[src/rtl/tp_capture_if.sv]
// Probe, trigger-configuration and readout signals of the tp_capture block.
// The master side drives probes, trigger setup and read strobes; the slave side is the capture block.
interface tp_capture_if #(
    parameter int NCH = 4,
    parameter int W   = 16
);
    localparam int SW = (NCH > 1) ? $clog2(NCH) : 1;

    logic [NCH*W-1:0] PROBE;
    logic             PROBE_VLD;
    logic             ARM;
    logic [SW-1:0]    TRIG_SEL;
    logic [W-1:0]     TRIG_MASK;
    logic [W-1:0]     TRIG_VAL;
    logic [1:0]       TRIG_MODE;
    logic             FORCE_TRIG;
    logic             RD_EN;
    logic [NCH*W-1:0] RD_DATA;
    logic             RD_VLD;
    logic [15:0]      RD_TS;
    logic [2:0]       STATE;
    logic             DONE;

    modport master (
        output PROBE, PROBE_VLD, ARM, TRIG_SEL, TRIG_MASK, TRIG_VAL, TRIG_MODE, FORCE_TRIG, RD_EN,
        input  RD_DATA, RD_VLD, RD_TS, STATE, DONE
    );
    modport slave (
        input  PROBE, PROBE_VLD, ARM, TRIG_SEL, TRIG_MASK, TRIG_VAL, TRIG_MODE, FORCE_TRIG, RD_EN,
        output RD_DATA, RD_VLD, RD_TS, STATE, DONE
    );
endinterface

[src/rtl/tp_capture.sv]
// Test-point capture: circular probe buffer with masked trigger, PRE pre-trigger samples, oldest-first readout.
// Optional TP_TIMESTAMP_EN stores a saturating 16-bit cycle stamp with each sample and returns it on RD_TS.
module tp_capture #(
    parameter int NCH   = 4,
    parameter int W     = 16,
    parameter int DEPTH = 32,
    parameter int PRE   = 8
) (
    input  logic           SYS_CLK,
    input  logic           RESET,
    tp_capture_if.slave    bus
);
    localparam int AW    = $clog2(DEPTH);
    localparam int CW    = $clog2(DEPTH + 1);
    localparam int PW    = NCH * W;
    localparam int POSTN = DEPTH - PRE;

    typedef enum logic [2:0] {
        S_IDLE = 3'd0,
        S_PRE  = 3'd1,
        S_WAIT = 3'd2,
        S_POST = 3'd3,
        S_DONE = 3'd4
    } state_t;

    state_t          r_state, w_state_nxt;
    logic [AW-1:0]   r_wp, r_rp;
    logic [CW-1:0]   r_cnt;
    logic            r_prev_match, r_force;
    logic [PW-1:0]   r_mem [DEPTH];
    logic [PW-1:0]   r_rd_data;
    logic            r_rd_vld;

    logic [W-1:0]    w_ch;
    logic            w_match, w_hit, w_force, w_wr, w_rd, w_trig;

    always_comb begin
        w_ch    = bus.PROBE[int'(bus.TRIG_SEL)*W +: W];
        w_match = ((w_ch ^ bus.TRIG_VAL) & bus.TRIG_MASK) == '0;
        w_force = r_force | bus.FORCE_TRIG;
        // ARM wins over a same-cycle sample or read, so both are gated here
        w_wr    = bus.PROBE_VLD & ~bus.ARM &
                  ((r_state == S_PRE) | (r_state == S_WAIT) | (r_state == S_POST));
        w_rd    = bus.RD_EN & ~bus.ARM & (r_state == S_DONE);
        case (bus.TRIG_MODE)
            2'b00:   w_hit = w_match;
            2'b01:   w_hit = ~w_match;
            2'b10:   w_hit = w_match & ~r_prev_match;
            default: w_hit = 1'b1;
        endcase
        w_trig = w_wr & (r_state == S_WAIT) & (w_hit | w_force);
    end

    always_comb begin
        w_state_nxt = r_state;
        if (bus.ARM) begin
            w_state_nxt = S_PRE;
        end else begin
            case (r_state)
                S_PRE:  if (w_wr && r_cnt == CW'(PRE - 1)) w_state_nxt = S_WAIT;
                S_WAIT: if (w_trig) w_state_nxt = (POSTN == 1) ? S_DONE : S_POST;
                S_POST: if (w_wr && r_cnt == CW'(POSTN - 1)) w_state_nxt = S_DONE;
                S_DONE: if (w_rd && r_cnt == CW'(DEPTH - 1)) w_state_nxt = S_IDLE;
                default: w_state_nxt = r_state;
            endcase
        end
    end

    always_ff @(posedge SYS_CLK) begin
        if (RESET) r_state <= S_IDLE;
        else       r_state <= w_state_nxt;
    end

    // r_cnt counts pre-trigger fill, then post-trigger samples, then reads
    always_ff @(posedge SYS_CLK) begin
        if (RESET) begin
            r_wp         <= '0;
            r_rp         <= '0;
            r_cnt        <= '0;
            r_prev_match <= 1'b0;
            r_force      <= 1'b0;
            r_rd_data    <= '0;
            r_rd_vld     <= 1'b0;
        end else begin
            r_rd_vld <= 1'b0;
            if (bus.ARM) begin
                r_wp         <= '0;
                r_cnt        <= '0;
                r_prev_match <= 1'b0;
                r_force      <= 1'b0;
            end else begin
                if (w_wr) r_wp <= r_wp + 1'b1;
                if (w_trig)              r_force <= 1'b0;
                else if (bus.FORCE_TRIG) r_force <= 1'b1;
                if (w_wr && r_state == S_WAIT) r_prev_match <= w_match;
                case (r_state)
                    S_PRE:  if (w_wr) r_cnt <= (r_cnt == CW'(PRE - 1)) ? '0 : r_cnt + 1'b1;
                    S_WAIT: if (w_trig) begin
                        r_rp  <= r_wp - AW'(PRE);
                        r_cnt <= (POSTN == 1) ? '0 : CW'(1);
                    end
                    S_POST: if (w_wr) r_cnt <= (r_cnt == CW'(POSTN - 1)) ? '0 : r_cnt + 1'b1;
                    S_DONE: if (w_rd) begin
                        r_rd_data <= r_mem[r_rp];
                        r_rd_vld  <= 1'b1;
                        r_rp      <= r_rp + 1'b1;
                        r_cnt     <= r_cnt + 1'b1;
                    end
                    default: ;
                endcase
            end
        end
    end

    always_ff @(posedge SYS_CLK) begin
        if (w_wr) r_mem[r_wp] <= bus.PROBE;
    end

`ifdef TP_TIMESTAMP_EN
    logic [15:0] r_ts, r_rd_ts;
    logic [15:0] r_ts_mem [DEPTH];

    always_ff @(posedge SYS_CLK) begin
        if (RESET) begin
            r_ts    <= '0;
            r_rd_ts <= '0;
        end else begin
            if (bus.ARM)               r_ts <= '0;
            else if (r_ts != 16'hFFFF) r_ts <= r_ts + 1'b1;
            if (w_rd) r_rd_ts <= r_ts_mem[r_rp];
        end
    end

    always_ff @(posedge SYS_CLK) begin
        if (w_wr) r_ts_mem[r_wp] <= r_ts;
    end

    assign bus.RD_TS = r_rd_ts;
`else
    assign bus.RD_TS = 16'h0000;
`endif

    assign bus.RD_DATA = r_rd_data;
    assign bus.RD_VLD  = r_rd_vld;
    assign bus.STATE   = r_state;
    assign bus.DONE    = (r_state == S_DONE);
endmodule

[src/flat_wrapper.sv]
// flat-port wrapper written by rule: the top's interface ports become plain ports
module tp_capture_flat 
#(
    parameter int NCH   = 4,
    parameter int W     = 16,
    parameter int DEPTH = 32,
    parameter int PRE   = 8
)
  (SYS_CLK, RESET, bus_PROBE, bus_PROBE_VLD, bus_ARM, bus_TRIG_SEL, bus_TRIG_MASK, bus_TRIG_VAL, bus_TRIG_MODE, bus_FORCE_TRIG, bus_RD_EN, bus_RD_DATA, bus_RD_VLD, bus_RD_TS, bus_STATE, bus_DONE);
  tp_capture_if #(.NCH(NCH), .W(W)) bus_i ();
  input  logic SYS_CLK;
  input  logic RESET;
  input wire logic [$bits(bus_i.PROBE)-1:0] bus_PROBE;
  input wire logic [$bits(bus_i.PROBE_VLD)-1:0] bus_PROBE_VLD;
  input wire logic [$bits(bus_i.ARM)-1:0] bus_ARM;
  input wire logic [$bits(bus_i.TRIG_SEL)-1:0] bus_TRIG_SEL;
  input wire logic [$bits(bus_i.TRIG_MASK)-1:0] bus_TRIG_MASK;
  input wire logic [$bits(bus_i.TRIG_VAL)-1:0] bus_TRIG_VAL;
  input wire logic [$bits(bus_i.TRIG_MODE)-1:0] bus_TRIG_MODE;
  input wire logic [$bits(bus_i.FORCE_TRIG)-1:0] bus_FORCE_TRIG;
  input wire logic [$bits(bus_i.RD_EN)-1:0] bus_RD_EN;
  output wire logic [$bits(bus_i.RD_DATA)-1:0] bus_RD_DATA;
  output wire logic [$bits(bus_i.RD_VLD)-1:0] bus_RD_VLD;
  output wire logic [$bits(bus_i.RD_TS)-1:0] bus_RD_TS;
  output wire logic [$bits(bus_i.STATE)-1:0] bus_STATE;
  output wire logic [$bits(bus_i.DONE)-1:0] bus_DONE;
  assign bus_i.PROBE = bus_PROBE;
  assign bus_i.PROBE_VLD = bus_PROBE_VLD;
  assign bus_i.ARM = bus_ARM;
  assign bus_i.TRIG_SEL = bus_TRIG_SEL;
  assign bus_i.TRIG_MASK = bus_TRIG_MASK;
  assign bus_i.TRIG_VAL = bus_TRIG_VAL;
  assign bus_i.TRIG_MODE = bus_TRIG_MODE;
  assign bus_i.FORCE_TRIG = bus_FORCE_TRIG;
  assign bus_i.RD_EN = bus_RD_EN;
  assign bus_RD_DATA = bus_i.RD_DATA;
  assign bus_RD_VLD = bus_i.RD_VLD;
  assign bus_RD_TS = bus_i.RD_TS;
  assign bus_STATE = bus_i.STATE;
  assign bus_DONE = bus_i.DONE;
  tp_capture #(.NCH(NCH), .W(W), .DEPTH(DEPTH), .PRE(PRE)) u_core (.SYS_CLK(SYS_CLK), .RESET(RESET), .bus(bus_i));
endmodule
[config.mk]
export PLATFORM = sky130hd
export DESIGN_NAME = tp_capture_flat
export DESIGN_NICKNAME = d
export VERILOG_FILES = /design/src/rtl/tp_capture_if.sv /design/src/rtl/tp_capture.sv /design/src/flat_wrapper.sv
export SDC_FILE = /design/constraint.sdc
export NUM_CORES = 2
export LEC_CHECK = 0
export BUFFER_PORTS_ARGS = -buffer_cell sky130_fd_sc_hd__buf_2
export CORE_MARGIN = 1.5
export CORE_UTILIZATION = 25
export DETAILED_ROUTE_END_ITERATION = 10
export PLACE_DENSITY_LB_ADDON = 0.05
export SETUP_SLACK_MARGIN = 0.05
export SYNTH_ARGS = -nofsm -noshare
export SYNTH_HDL_FRONTEND = slang
export SYNTH_SLANG_ARGS = --single-unit
[constraint.sdc]
create_clock -name SYS_CLK -period 11.1 [get_ports SYS_CLK]
set_input_delay 0 -clock SYS_CLK [delete_from_list [all_inputs] [get_ports SYS_CLK]]
set_output_delay 0 -clock SYS_CLK [all_outputs]
set_load 0.01 [all_outputs]
* Yosys cells after proc, flatten, opt, wreduce, memory -nomap -nowiden *
Memories as Yosys holds them, arrays and structs flattened. A register that Yosys moved wholly into a read port is not among the register bits.
Index checks and enable logic that the tools add are counted.
Widths: inputs -> output; s select.

cells by class
  add/sub/neg operators = 4
  multipliers = 0
  div/mod/pow operators = 0
  order comparisons = 0
  equality and inequality tests = 20
  shift operators = 1
  muxes and demuxes = 20
  bitwise operators = 17
  reductions and logical operators = 17

operators with widths
  cell                 number
  $shiftx 64x7->16     1
  $mux 6               6
  $pmux 6 s4           1
  $and 16x16->16       1
  $logic_not 16->1     1
  $xor 16x16->16       1
  $reduce_and 5->1     3
  $eq 6x5->1 const B   2
  $mux 3               4
  $pmux 3 s4           1
  $add 5x1->5 const B  2
  $mux 5               2
  $ne 2x1->1 const B   5
  $pmux 5 s2           1
  $and 1x1->1          7
  $add 6x1->6 const B  1
  $eq 3x2->1 const B   2
  $eq 6x3->1 const B   1
  $ne 3x2->1 const B   2
  $ne 3x3->1 const B   2
  $reduce_or 3->1      2
  $reduce_bool 5->1    1
  $sub 5x4->5 const B  1
  $logic_and 1x1->1    4
  15 further kinds     25

word-level totals
  register bits after elaboration = 22
  latch bits = 0
  bits in writable memories = 2048
  bits in read-only memories = 0
  input port bits = 106
  output and inout bits = 85
  word-level logic and storage cells = 88
  memories kept = 1

memory list
  memory        words  width  read ports  clocked after memory_dff  write ports  line              source
  u_core.r_mem  32     64     1           1                         1            tp_capture.sv:30  logic [PW-1:0] r_mem [DEPTH];

* Longest topological paths before layout *
  depth in word-level cells = 11
  depth in mapped cells = 10
  mapped depth without buffers = 8

* Worst setup path before layout *
OpenSTA, ideal clock, no wires.

  path type = reg-to-reg
  start point = reg u_core.r_state[0] (netlist: u_core.bus.STATE[0])
  end point = mem u_core.r_mem[12][0] (netlist name) (enable)
  arrival time = 4.294 ns
  data required time = 10.614 ns
  setup slack = 6.320 ns
  cell stages (with the launch flop) = 6
  path buffers = 1
  cell sequence = dfxtp_1 > clkbuf_1 > nor2_1 > nor3_1 > nand2_1 > nor2_1

on the way
  cells in the longest elaborated chain, start to end = 6
  elaborated cells on any way between the ends = 8

ends and longest elaborated chain
  what                                      line               source
  from (decl)                               tp_capture.sv:26   state_t r_state, w_state_nxt;
  from (signal assigned)                    tp_capture.sv:71   else r_state <= w_state_nxt;
  $eq 3x1->1 or $eq 3x2->1 (tied branches)  tp_capture.sv:43   ((r_state == S_PRE) | (r_state == S_WAIT) | (r_state == S_POST));
  $or 1x1->1                                tp_capture.sv:43
  $or 1x1->1 (*)                            tp_capture.sv:43
  $and 1x1->1 (*)                           tp_capture.sv:42   w_wr = bus.PROBE_VLD & ~bus.ARM &
  $mux 1 (*)                                tp_capture.sv:116  if (w_wr) r_mem[r_wp] <= bus.PROBE;
  $mux 1 (implied by the code) (*)          tp_capture.sv:116
  to (decl)                                 tp_capture.sv:30

Every way passes the cells marked *; elsewhere a longest branch is shown, timed or not.

* Final worst setup path *
  start point = in bus_PROBE[3]
  end point = reg u_core.r_cnt[4]

on the way
  cells in the longest elaborated chain, start to end = 10
  elaborated cells on any way between the ends = 11

ends and longest elaborated chain
  what                                      line                                source
  from (decl)                               flat_wrapper.sv:13                  input wire logic [$bits(bus_i.PROBE)-1:0] bus_PROBE;
  $shiftx 64x7->16 (*)                      tp_capture.sv:38                    w_ch = bus.PROBE[int'(bus.TRIG_SEL)*W +: W];
  $xor 16x16->16 (*)                        tp_capture.sv:39                    w_match = ((w_ch ^ bus.TRIG_VAL) & bus.TRIG_MASK) == '0;
  $and 16x16->16 (*)                        tp_capture.sv:39
  $logic_not 16->1 (*)                      tp_capture.sv:39
  $and 1x1->1 or $not 1->1 (tied branches)  tp_capture.sv:48, tp_capture.sv:47
  $pmux 1 s3 (*)                            tp_capture.sv:45                    case (bus.TRIG_MODE)
  $or 1x1->1 (*)                            tp_capture.sv:51                    w_trig = w_wr & (r_state == S_WAIT) & (w_hit | w_force);
  $and 1x1->1 (*)                           tp_capture.sv:51
  $ne 2x1->1 (no source line) (*)           --
  $reduce_and 5->1 (no source line) (*)     --
  to (signal assigned)                      tp_capture.sv:97                    S_PRE: if (w_wr) r_cnt <= (r_cnt == CW'(PRE - 1)) ? '0 : r_cnt + 1'b1;
  to (signal assigned)                      tp_capture.sv:100                   r_cnt <= (POSTN == 1) ? '0 : CW'(1);
  to (signal assigned)                      tp_capture.sv:102                   S_POST: if (w_wr) r_cnt <= (r_cnt == CW'(POSTN - 1)) ? '0 : r_cnt + 1'b1;
  to (decl)                                 tp_capture.sv:28                    logic [CW-1:0] r_cnt;

Marked as above.
A chain may end at the register's enable or synchronous reset.

==> out/summary.txt <==
status = complete, no violations
CP required = 11.84 ns
Max VDD drop = 111 uV
post-cts resize count = 0
Avg Cell Area, Syn = 23.6 um2
Mapped Area = 81900 um2
Post-Synth Adder-Cell Area = 0.153%
Layout area overhead = 19.4%
CTS max path bufs = 4
vias in the first global route = 41000
clock root cell = clkbuf_16
chip width = 575 um
number of fill cells = 31500
TritonCTS buffer count = 263
Synth area leader = edfxtp_1
endpoints failing setup = 0
commonest non-fill, non-tap cells in the layout = edfxtp_1, mux4_2, clkbuf_16, buf_2, buf_4
fmax = 210 MHz
top_reg_cell synth = edfxtp_1
CP endpoint kind = flop
Synth Instances = 3476
xor/xnor share of the synthesized area = 0.353%
initial antenna violation count = 41
Initial DRT Pass Iterations = 5
Synth Area in Compound Gates = 1.17%
GP Congestion = 0.724
Routed Antenna Nets = 0
Synth Warn # = 0
Worst-Skew Late Latency = 0.87 ns
max_slew headroom = 27.0%
FP Rows = 210
post-synth top area share = 75.1%
Core Box Area = 327000 um2
Port-buffer cells = 174
critical path arrival = 5.50 ns
Die Span Y = 575 um
DR iter-0 viols = 3215
io pins = 191
Reg clk slew, reported paths = 0.06 ns
fin area = 97900 um2
Worst Setup Path Type = in -> reg
Final min period = 4.76 ns
EDFF count, synth = 2048
multi-input logic area = 18100 um2
skew final = 0.0361 ns
mux cell area share after synthesis = 18.8%
Slew Limit Fails = 0
crit start category = input port
initial core utilization = 25.1%
CP max FO = 33
Yosys reg bits = 2134
TNS Setup = 0 ns
post-synth cell types = 66
final wirelength = 279000 um
DRC = 0
total power = 0.0176 W
pwr dens = 180 nW/um2
layout cells sized above 1 = 32.6%
commonest non-fill, non-tap cell in the layout = edfxtp_1
maxcap violations = 0
Placement Cell Area = 88700 um2
hold crit path type = in -> reg
Reg area = 63200 um2
clk sinks = 2134
post-route clock period utilization = 42.9%
largest family of logic cells by synthesized area = multiplexers
total grt overflow = 0
share of the yosys chip area belonging to registers = 77.2%
dpl hpwl = 144000 um
largest net degree at the start of global routing = 112
WL per Instance = 32.8 um
RSZ-0062 raised after global routing = no
Setup Buffers After CTS = 0
Final nets = 4039
Die ar. = 331000 um2
final hold vios = 0
first-pass GRT wire length = 376000 um
Async S/R FF share, synth = 0%
hold slack final = 0.160 ns
htree depth = 5
slew of the pin with the lowest slew margin = 1.10 ns
leakage power = 29.1 nW
Synth Area in Simple Gates = 1.24%
routed vias/inst = 4.54
CTS tree = yes
Overall Global Routing Usage = 16.7%
Via Count = 38500
top area cells in the synthesized netlist = edfxtp_1, mux4_2, dfxtp_1
-- critical path, cell delays in order --
cell and delay, ns:
dlygate4sd3_1 0.52, buf_2 0.71, mux2i_1 0.20, xnor2_1 0.17, a222oi_1 0.40, nand2_1 0.13
dlygate4sd3_1 0.57, o21ai_1 0.07, dlygate4sd3_1 0.56, buf_4 0.22, a311oi_1 0.12, dlygate4sd3_1 0.58
nor2_1 0.44, dlygate4sd3_1 0.66, o22ai_1 0.08
-- power breakdown --
| part | leakage [nW] | switching [W] | internal (W) | total (W) |
|---|---|---|---|---|
| Combinational | 5.93 | 0.000273 | 0.000104 | 0.000376 |
| Sequential | 19.1 | 0.00000570 | 0.00883 | 0.00883 |
| Clock | 4.06 | 0.00342 | 0.00494 | 0.00836 |
| Total | 29.1 | 0.00369 | 0.0139 | 0.0176 |
-- Yosys cell counts (all sizes together) (13+ instances only) --
library cell,count
xnor2,29
a211oi,67
a21oi,13
edfxtp,2048
buf,70
mux2i,95
nand3,14
nand2,37
mux4,643
o21ai,14
nor2,115
dfxtp,86
clkbuf,132
-- registers in the layout (all words and copies together), names as in the netlist --
signal / cells
u_core.r_wp: 5
u_core.r_mem: 2048
u_core.r_prev_match: 1
u_core.r_cnt: 6
u_core.bus.RD_DATA: 64
u_core.r_force: 1
u_core.r_rp: 5
u_core.bus.STATE: 3
u_core.bus.RD_VLD: 1
-- final timing paths --
check,from,endpoint,slack [ns],cells after the start
hold reg to reg,u_core.r_cnt[5],u_core.r_cnt[5],0.45,1
hold / removal,bus_ARM,u_core.r_cnt[0],0.16,5
setup / recovery,bus_PROBE[3],u_core.r_cnt[4],6.34,15
setup reg to reg,u_core.r_rp[0],u_core.bus.RD_DATA[37],6.70,7
-- logic make-up after synthesis --
logic type | Yosys count
muxes | 738
DFF | 2134
adders and majority gates | 10
other | 1
AOI/OAI and AO/OA | 130
buffers and inverters | 211
xor gates and xnor gates | 33
and+or+nand+nor | 219
-- area by class of cell --
| class | count | share of cell area, % |
|---|---|---|
| Multi-Input combinational cell | 1146 | 18.5 |
| Inverter | 8 | 0.0307 |
| Sequential cell | 2134 | 64.6 |
| Tap cell | 4346 | 5.56 |
| Antenna cell | 16 | 0.0409 |
| Timing Repair Buffer | 370 | 2.75 |
| Clock inverter | 122 | 1.05 |
| Clock buffer | 351 | 7.41 |
-- per-layer routing --
metal  GRT usage [%]  wire length [um]
met1            22.3            122000
met2            28.9            141000
met3            1.84              9060
met4            4.09              6430
met5               0                31
-- repair_timing --
action | 4_1_cts | 5_1_grt
endpoints found under the hold margin | 2108 | 0
hold buffers | 83 | 0
setup endpoints to repair | 0 | 0
-- through the flow --
step	setup WS, ns	utilization (%)	instances
after CTS	6.34	29.9	8477
final	6.34	30.0	8493
after global routing	6.05	30.0	8488
after global placement	6.49	27.2	7921
after detailed placement	6.50	27.2	7921
after floorplan	6.32	-	3491
No activity file was read; power rests on OpenSTA's default activity.
